File: src/rtl/bcd_to_bin_seq.sv
// Purpose: sequential packed-BCD to unsigned binary converter, one digit per clock, MSD first.
// Latency: done pulses DIGITS cycles after the edge that accepts start; busy is high DIGITS+1 cycles.
// Backpressure: none; start is only sampled in IDLE, so a request while busy is dropped.
// Ports: clk/rst_n (async active-low); start + bcd_in request a conversion (digit k at [4k+3:4k]);
//        busy = not idle; done = one-cycle completion pulse; bin_out/err hold the last result
//        (bin_out forced to 0 when any digit was > 9).
module bcd_to_bin_seq #(
  parameter int DIGITS = 4,
  parameter int BIN_W  = 14
) (
  input  logic                  clk,
  input  logic                  rst_n,
  input  logic                  start,
  input  logic [4*DIGITS-1:0]   bcd_in,
  output logic                  busy,
  output logic                  done,
  output logic [BIN_W-1:0]      bin_out,
  output logic                  err
);

  localparam int CNT_W = (DIGITS > 1) ? $clog2(DIGITS) : 1;

  typedef enum logic [1:0] {
    IDLE = 2'd0,
    CONV = 2'd1,
    DONE = 2'd2
  } state_t;

  state_t                state_q, state_d;
  logic [4*DIGITS-1:0]   shift_q, shift_d;
  logic [BIN_W-1:0]      acc_q, acc_d;
  logic [CNT_W-1:0]      cnt_q, cnt_d;
  logic                  err_flag_q, err_flag_d;
  logic [BIN_W-1:0]      bin_out_q, bin_out_d;
  logic                  err_q, err_d;

  logic [3:0]            digit;
  logic [BIN_W+3:0]      acc_x10;
  logic [BIN_W+3:0]      acc_sum;
  logic [BIN_W-1:0]      acc_next;
  logic                  err_any;

  // Datapath for one digit step: acc*10 + d, widened by 4 bits then truncated.
  always_comb begin
    digit    = shift_q[4*DIGITS-1 -: 4];
    acc_x10  = ({4'b0000, acc_q} << 3) + ({4'b0000, acc_q} << 1);
    acc_sum  = acc_x10 + (BIN_W + 4)'(digit);
    acc_next = acc_sum[BIN_W-1:0];
    err_any  = err_flag_q | (digit > 4'd9);
  end

  always_comb begin
    state_d    = state_q;
    shift_d    = shift_q;
    acc_d      = acc_q;
    cnt_d      = cnt_q;
    err_flag_d = err_flag_q;
    bin_out_d  = bin_out_q;
    err_d      = err_q;

    unique case (state_q)
      IDLE: begin
        if (start) begin
          state_d    = CONV;
          shift_d    = bcd_in;
          acc_d      = '0;
          cnt_d      = CNT_W'(DIGITS - 1);
          err_flag_d = 1'b0;
        end
      end
      CONV: begin
        acc_d      = acc_next;
        shift_d    = shift_q << 4;
        err_flag_d = err_any;
        cnt_d      = cnt_q - 1'b1;
        if (cnt_q == '0) begin
          // Last digit: publish result; an invalid digit anywhere zeroes the value.
          state_d   = DONE;
          bin_out_d = err_any ? '0 : acc_next;
          err_d     = err_any;
        end
      end
      DONE: begin
        state_d = IDLE;
      end
      default: begin
        state_d = IDLE;
      end
    endcase
  end

  always_ff @(posedge clk or negedge rst_n) begin
    if (!rst_n) begin
      state_q    <= IDLE;
      shift_q    <= '0;
      acc_q      <= '0;
      cnt_q      <= '0;
      err_flag_q <= 1'b0;
      bin_out_q  <= '0;
      err_q      <= 1'b0;
    end else begin
      state_q    <= state_d;
      shift_q    <= shift_d;
      acc_q      <= acc_d;
      cnt_q      <= cnt_d;
      err_flag_q <= err_flag_d;
      bin_out_q  <= bin_out_d;
      err_q      <= err_d;
    end
  end

  assign busy    = (state_q != IDLE);
  assign done    = (state_q == DONE);
  assign bin_out = bin_out_q;
  assign err     = err_q;

endmodule

File: config.mk
export PLATFORM = sky130hd
export DESIGN_NAME = bcd_to_bin_seq
export DESIGN_NICKNAME = d
export VERILOG_FILES = /design/src/rtl/bcd_to_bin_seq.sv
export SDC_FILE = /design/constraint.sdc
export NUM_CORES = 1
export LEC_CHECK = 0
export BUFFER_PORTS_ARGS = -buffer_cell sky130_fd_sc_hd__buf_4
export CAP_MARGIN = 20
export CORE_MARGIN = 3
export CORE_UTILIZATION = 35
export DETAILED_ROUTE_END_ITERATION = 12
export GPL_ROUTABILITY_DRIVEN = 0
export SYNTH_ARGS = -nofsm -noshare
export SYNTH_HDL_FRONTEND = slang
export SYNTH_SLANG_ARGS = --single-unit
File: constraint.sdc
create_clock -name clk -period 4.5 [get_ports clk]
set_input_delay 0.45 -clock clk [delete_from_list [all_inputs] [get_ports clk]]
set_output_delay 0.45 -clock clk [all_outputs]
set_load 0.02 [all_outputs]
==> impl_metrics.ini, run 1 <==
[clock_network]
ctsLongestPathBuffers = 2
clk_latency_ps = 290
clk_pin_slew_worst_paths_ps = 90
htreeDepth = 2
hold_buffers = 0
cts.repair.resized = 0
cts_root_buffer = clkbuf_8
post_cts_buffers = 0
cts_tree = yes
cts_sinks = 49
cts_buffers = 5

[cells_and_area]
area_growth_syn_to_layout_pct = 16.7
stdcell_area_um2 = 3200
layout.nets = 347
n_fill_cell = 735
antenna_cells = 0
stdcell_count = 403
layout-drive-gt1-share = 0.171

[detailed_routing]
ant_nets = 0
wire_per_inst_um = 15.7
wl_um = 6310
drt_pass1_iterations = 4
dr.first_iter.drc_count = 67
viasPerCell = 5.31
post-route-drc-count = 0
num_vias = 2138

[setup_path]
timing.rr.start = shift_q[15]$_DFFE_PN0P_
cp_cell_sequence = inv_1, fa_1, inv_1, ha_1, a21o_2, nand4_1, a2111o_1, and4_4, o31ai_2
critPathSlowestCell = fa_1
critPathLaunchType = flip-flop
slowest_delay_ps = 590
cp.arrival_ps = 2820
reg2reg_depth = 9
worstSetupPathType = flip-flop to flip-flop
end_kind = flip-flop
crit_start = shift_q[15]$_DFFE_PN0P_
crit_fanout = 4
required_ps = 4710
worst_path_most_repeated_cell = inv_1

[synth]
yosys.area.top_type = dfrtp_1
seq_area_frac_synth = 0.447
netlist_area_um2 = 2740
synth_cell_types = 41
syn_nets = 315
syn_inst = 271
ys_async_sr_fraction = 1.00
synth_seq_cells = 49
synth_top_cell_area_share = 0.447
synth_flop_cell = dfrtp_1
yosys-top-cells-area = dfrtp_1 45%, ha_1 10%, o21ai_0 4.6%, a22o_1 4.5%, nor2b_1 4.3%
synth-edff-count = 0
yosysWarningCount = 0
syn_avg_cell_area_um2 = 10.1

[floorplan]
rows = 31
die_h_um = 94.5
ios = 36
die_w_um = 94.5
core_area_um2 = 7410
die-area_um2 = 8930
initial_core_util = 0.370

[sta]
fmax_mhz = 383
fin_worst_skew_ps = 4.29
worstMarginPinSlew_ps = 751
finalSetupViolations = 0
whs_ps = 172
finalHoldViolCount = 0
tns_ps = 0
final_max_slew_viol_count = 0
slew_headroom = 0.499
layout_setup_ws_ps = 1890
fin_crit_sh = 0.580
rsz0062_at_grt = no
fin_crit_ps = 2610

[grt]
first_global_vias = 2223
grt_use_total = 0.155
grt_pass1_wl_um = 11000
grt_overflow_total = 0
antenna_found_initial = 0
grt_max_degree = 50

[place]
port_buffers = 35
dp_worst_setup_slack_ps = 1910
place_inst = 394
place_area_um2 = 3090
dp_hpwl_um = 4410

[power]
vdd_ir_drop_max_mv = 0.349
leakagePower_nw = 1.53
powerDensity_nw_per_um2 = 776

[run]
cap_violations = 0

[run_status]
run_status = finished, final reports clean

[min_path]
min_path_type = input pin to asynchronous set/reset pin
==> sequential cells by signal (all words and copies together) (netlist names) <==
register / flops
err: 1
acc_q: 13
bin_out: 14
state_q: 2
shift_q: 16
cnt_q: 2
err_flag_q: 1
==> synth_stat cells (2+ instances only) <==
cell	count
clkbuf_1	7
nand2b_1	4
a32o_1	7
ha_1	23
a211oi_1	2
nor2_1	7
o31ai_1	2
xnor2_1	5
a22o_1	14
fa_1	2
buf_1	2
or3_1	2
a21oi_1	23
a21o_1	4
dfrtp_1	49
inv_1	14
a22oi_1	12
buf_2	4
o21bai_1	2
xor2_1	2
nand2_1	20
o211ai_1	3
o21ai_0	25
nor2b_1	19
==> cell type report <==
class,count,area [µm²],area share
clock buffers,7,96.3,0.0301
multi-input cells,195,1410,0.441
flip-flops and latches,49,1230,0.383
clock inverters,1,5.00,0.00156
inverters,14,52.6,0.0164
repair buffers,38,285,0.0892
well taps,99,124,0.0387
==> final timing paths <==
kind / to / slack (ps)
worst max-delay path: bin_out[13]$_DFFE_PN0P_ / 1890
worst min-delay path: acc_q[5]$_DFFE_PN0P_ / 170
worst max register to register: bin_out[13]$_DFFE_PN0P_ / 1890
worst min register to register: bin_out[3]$_DFFE_PN0P_ / 500
max in group asynchronous: shift_q[15]$_DFFE_PN0P_ / 3910
min in group clk: shift_q[6]$_DFFE_PN0P_ / 440
==> stage by stage <==
step	utilization	power (W)
after CTS	0.431	0.00250
after global placement	0.417	0.00219
after detailed placement	0.417	0.00221
final	0.432	0.00248
after floorplan	-	0.00182
after global routing	0.432	0.00273
==> power breakdown <==
part	internal, W	total (W)	switching (W)
clock	0.000139	0.000284	0.000144
combinational	0.000630	0.00139	0.000756
sequential	0.000629	0.000811	0.000182
==> routing by layer <==
metal	track usage	wire, µm	part of all wire	vias to the layer above
met5	0	0	0	-
li1	-	-	-	1043
met1	0.210	3080	0.49	1029
met3	0.0311	290	0.046	8
met2	0.261	2890	0.46	58
met4	0.0252	51	0.0081	0
==> cell families (layout without fill, tap and decap cells) <==
group,count (synthesis),after routing,synth area share
AOI/OAI and AO/OA,103,103,0.256
and+or+nand+nor,59,59,0.112
DFF,49,49,0.447
buffers and inverters,27,60,0.0388
adders and majority gates,25,25,0.120
xor gates and xnor gates,7,7,0.0224
muxes,1,1,0.00365
==> cell usage in the layout, fill, tap and decap left out, drive strengths merged, types with 12 or more instances in the layout <==
| cell type | netlist | routed |
|---|---|---|
| nand2 | 20 | 20 |
| o21ai | 25 | 25 |
| buf | 6 | 38 |
| a21oi | 24 | 24 |
| inv | 14 | 14 |
| a22o | 14 | 14 |
| ha | 23 | 23 |
| dfrtp | 49 | 49 |
| nor2b | 19 | 19 |
| a22oi | 12 | 12 |
==> critical path: cells and delay by family (launching register included) <==
kind	cells	cell delay (ps)
AO/OA/AOI/OAI	3	780
adder cells (fa/ha/maj)	2	870
buffers and inverters	2	140
flip-flops	1	370
AND/OR/NAND/NOR	2	390
Power figures use the tool's default switching activity.
==> run 2: changes to the inputs <==
Clock period 4.5 ns to 2.6 ns, I/O delays scaled along.
==> run 2 against run 1 <==
Power is 75% higher. Critical endpoint is now bin_out[11]$_DFFE_PN0P_. Critical path type unchanged. Sequential share of layout area shrank 0.66 points. Register-to-register slack got worse by 1900 ps. Critical path depth unchanged. Worst hold slack gained 69 ps.
==> impl_metrics.ini, run 2 (same netlist as run 1, synthesis figures left out) <==
[floorplan]
rows = 31
initial_core_util = 0.370
die-area_um2 = 8930
die_w_um = 94.5
ios = 36
core_area_um2 = 7410
die_h_um = 94.5

[setup_path]
critPathLaunchType = flip-flop
cp_cell_sequence = inv_2, fa_1, inv_1, ha_1, a21o_2, nand4_1, a211oi_2, or3_4, a32o_1
end_kind = flip-flop
crit_fanout = 4
slowest_delay_ps = 590
critPathSlowestCell = fa_1
ff2ff_setup_slack_ps = 30
crit_start = acc_q[2]$_DFFE_PN0P_
required_ps = 2800
worstSetupPathType = flip-flop to flip-flop
timing.rr.start = acc_q[2]$_DFFE_PN0P_
cp.arrival_ps = 2770

[min_path]
min_from = bcd_in[1]
min_path_type = input pin to flip-flop

[detailed_routing]
dr.first_iter.drc_count = 101
post-route-drc-count = 0
num_vias = 2177
drt_pass1_iterations = 4
wl_um = 6410
ant_nets = 0
wire_per_inst_um = 15.7
viasPerCell = 5.32

[sta]
final_max_slew_viol_count = 0
tns_ps = 0
finalHoldViolCount = 0
fin_crit_ps = 2570
rsz0062_at_grt = yes
worstMarginPinSlew_ps = 699
fin_worst_skew_ps = 8.16
fmax_mhz = 389
fin_crit_sh = 0.989
finalSetupViolations = 0
slew_headroom = 0.533

[clock_network]
cts_buffers = 5
clk_latency_ps = 300
cts_tree = yes
ctsLongestPathBuffers = 2
cts_root_buffer = clkbuf_8
cts_sinks = 49
htreeDepth = 2
clk_pin_slew_worst_paths_ps = 90

[power]
pwr-share-comb = 0.590
p_clk_frac = 0.106
swShare = 0.436
switchingPower_w = 0.00190
p_total_w = 0.00435
powerDensity_nw_per_um2 = 1340
leakagePower_nw = 1.55
pwr-share-seq = 0.304
p_int_w = 0.00245
vdd_ir_drop_max_mv = 0.361

[cells_and_area]
layout-drive-gt1-share = 0.200
multi_input_area_um2 = 1430
antenna_cells = 0
layout_commonest_cell = dfrtp_1
layout.nets = 354
register_area_um2 = 1230
area_growth_syn_to_layout_pct = 18.7
final_cell_mix = 49 x dfrtp_1, 44 x buf_4, 24 x o21ai_0
n_fill_cell = 736
largest_register = shift_q
largest_register_ffs = 16

[grt]
first_global_vias = 2254
antenna_found_initial = 0
grt_max_degree = 50
grt_overflow_total = 0
grt_use_total = 0.154
grt_pass1_wl_um = 10800

[run]
cap_violations = 0

[run_status]
run_status = finished, final reports clean

[place]
dp_hpwl_um = 4540
port_buffers = 35
-- run 2: critical path: cells and delay by family, from the launching register on --
kind	cells	cell delay (ps)
compound gates	3	570
buf+inv	2	100
fa+ha+maj	2	870
flops	1	360
simple gates	2	570
-- run 2: routing by layer --
layer | part of all wire | track usage | wire [µm]
met1 | 0.47 | 0.199 | 2980
met4 | 0.011 | 0.0397 | 72
met5 | 0 | 0 | 0
met3 | 0.040 | 0.0335 | 254
met2 | 0.48 | 0.261 | 3100
-- run 2: what timing repair did --
| item | 4_1_cts | 5_1_grt |
|---|---|---|
| setup endpoints to repair | 1 | 11 |
| gates resized for setup | 0 | 7 |
| hold endpoints to repair | 26 | 0 |
| pin swaps | 1 | 6 |
| setup buffers | 0 | 1 |
| hold buffers | 1 | 0 |
-- run 2: final timing paths --
kind	cells after the start	endpoint
min in group asynchronous	2	bin_out[6]$_DFFE_PN0P_
setup / recovery	9	bin_out[11]$_DFFE_PN0P_
max in group asynchronous	2	shift_q[8]$_DFFE_PN0P_
hold / removal	3	shift_q[1]$_DFFE_PN0P_
hold reg to reg	1	cnt_q[0]$_DFFE_PN0P_
setup reg to reg	9	bin_out[11]$_DFFE_PN0P_
-- run 2: cell type report --
class	count	share of cell area
clock buffers	7	0.0265
inverters	14	0.0161
multi-input cells	195	0.438
flip-flops and latches	49	0.377
well taps	99	0.0381
repair buffers	45	0.105
-- run 2: power by group through the flow --
stage	registers, W	clock network [W]	logic (W)
2_1_floorplan	0.00138	0	0.00176
3_3_place_gp	0.00134	0	0.00250
3_5_place_dp	0.00134	0	0.00253
4_1_cts	0.00133	0.000479	0.00254
5_1_grt	0.00137	0.000508	0.00289
6_report	0.00132	0.000460	0.00257
-- run 2: stage by stage --
stage          instances  utilization  worst slack (ps)  hold slack (ps)  cell area, µm²
2_1_floorplan        271            -               190            -35.6            2740
3_3_place_gp         400        0.423              42.3              327            3130
3_5_place_dp         400        0.423              19.7              332            3130
4_1_cts              408        0.436              19.4              233            3230
5_1_grt              409        0.439             -63.6              253            3250
6_report             409        0.439              28.6              241            3250
==> run 3: changes to the inputs <==
Settings changed: PLACE_DENSITY set to 0.58.
Clock period 2.6 ns to 3.2 ns, I/O delays scaled along.
==> run 3 against run 2 <==
Power fell by 20%. Clock power fell by 20%. Critical path type unchanged. Non-clock buffer count fell by 7. Highest routed layer unchanged. Setup slack improved by 570 ps. Combinational power fell by 24%.
==> impl_metrics.ini, run 3 (same netlist as run 1, synthesis figures left out) <==
[run_status]
run_status = finished, final reports clean

[sta]
finalSetupViolations = 0
worstMarginPinSlew_ps = 747
fin_crit_ps = 2600
slew_headroom = 0.502
layout_setup_ws_ps = 601
fin_worst_skew_ps = 15.1
fin_crit_sh = 0.812
fmax_mhz = 385
finalHoldViolCount = 0
final_max_slew_viol_count = 0
rsz0062_at_grt = no
tns_ps = 0
whs_ps = 6.91

[setup_path]
worstSetupPathType = flip-flop to flip-flop
required_ps = 3440
end_kind = flip-flop
crit_fanout = 4
cp.arrival_ps = 2830
critPathLaunchType = flip-flop

[cells_and_area]
largest_register_ffs = 16
layout.nets = 347
layout_commonest_cell = dfrtp_1
largest_register = shift_q
stdcell_area_um2 = 3180
layout-drive-gt1-share = 0.171
final_cell_mix = 49 x dfrtp_1, 38 x buf_4, 25 x o21ai_0
area_growth_syn_to_layout_pct = 16.1
antenna_cells = 0

[detailed_routing]
num_vias = 2181
wl_um = 6390
ant_nets = 0
post-route-drc-count = 0
drt_pass1_iterations = 4
dr.first_iter.drc_count = 95
viasPerCell = 5.41
wire_per_inst_um = 15.9

[run]
cap_violations = 0

[clock_network]
cts_sinks = 49
clk_pin_slew_worst_paths_ps = 100
clk_latency_ps = 310
cts_root_buffer = clkbuf_8
hold_buffers = 0
cts_buffers = 5
post_cts_buffers = 0
ctsLongestPathBuffers = 2
cts_tree = yes
htreeDepth = 2
cts.repair.resized = 0

[power]
leakagePower_nw = 1.52
vdd_ir_drop_max_mv = 0.311
powerDensity_nw_per_um2 = 1090

[place]
place_area_um2 = 3100
dp_worst_setup_slack_ps = 606
port_buffers = 35
dp_hpwl_um = 4360

[grt]
first_global_vias = 2229
grt_pass1_wl_um = 10900
grt_overflow_total = 0
antenna_found_initial = 0
grt_max_degree = 50
grt_use_total = 0.155

[floorplan]
die-area_um2 = 8930
die_w_um = 94.5
rows = 31
ios = 36
initial_core_util = 0.370
core_area_um2 = 7410
die_h_um = 94.5

[min_path]
min_path_type = input pin to asynchronous set/reset pin
==> run 3: through the flow <==
step / util / total power [W] / cells
floorplan: - / 0.00256 / 271
global placement: 0.418 / 0.00309 / 395
detailed placement: 0.418 / 0.00312 / 395
CTS: 0.429 / 0.00349 / 403
global route: 0.429 / 0.00379 / 403
finish: 0.429 / 0.00346 / 403
==> run 3: critical path, stage by stage (launching register included) <==
cell      delay, ps
dfrtp_1         370
inv_1            80
fa_1            590
inv_1            60
ha_1            280
a21o_2          120
nand4_1         190
a2111o_1        490
and4_4          190
o31ai_2         160
==> run 3: layout make-up <==
class                   count  area, µm²
clock buffers               6       72.6
clock inverters             2       10.0
fillers                   719       4230
inverters                  14       52.6
multi-input cells         195       1410
flip-flops and latches     49       1230
well taps                  99        124
repair buffers             38        285
==> run 3: final timing paths <==
check / startpoint / end / slack, ps / cells after the start
min in group clk: bcd_in[5] / shift_q[5]$_DFFE_PN0P_ / 290 / 3
max: shift_q[15]$_DFFE_PN0P_ / bin_out[13]$_DFFE_PN0P_ / 600 / 9
max reg2reg: shift_q[15]$_DFFE_PN0P_ / bin_out[13]$_DFFE_PN0P_ / 600 / 9
min reg2reg: bin_out[10]$_DFFE_PN0P_ / bin_out[10]$_DFFE_PN0P_ / 500 / 2
max in group asynchronous: rst_n / shift_q[2]$_DFFE_PN0P_ / 2730 / 1
min: rst_n / acc_q[8]$_DFFE_PN0P_ / 7 / 1
==> run 3: layer usage <==
layer	track usage	vias up	part of all wire
met5	0	-	0
met4	0.0397	0	0.011
met3	0.0327	8	0.038
met2	0.256	35	0.45
met1	0.207	1087	0.50
li1	-	1051	-
==> run 3: report_power, final <==
group / switching [W] / internal (W)
sequential: 0.000250 / 0.000884
combinational: 0.00107 / 0.000890
clock: 0.000217 / 0.000152
total: 0.00153 / 0.00193
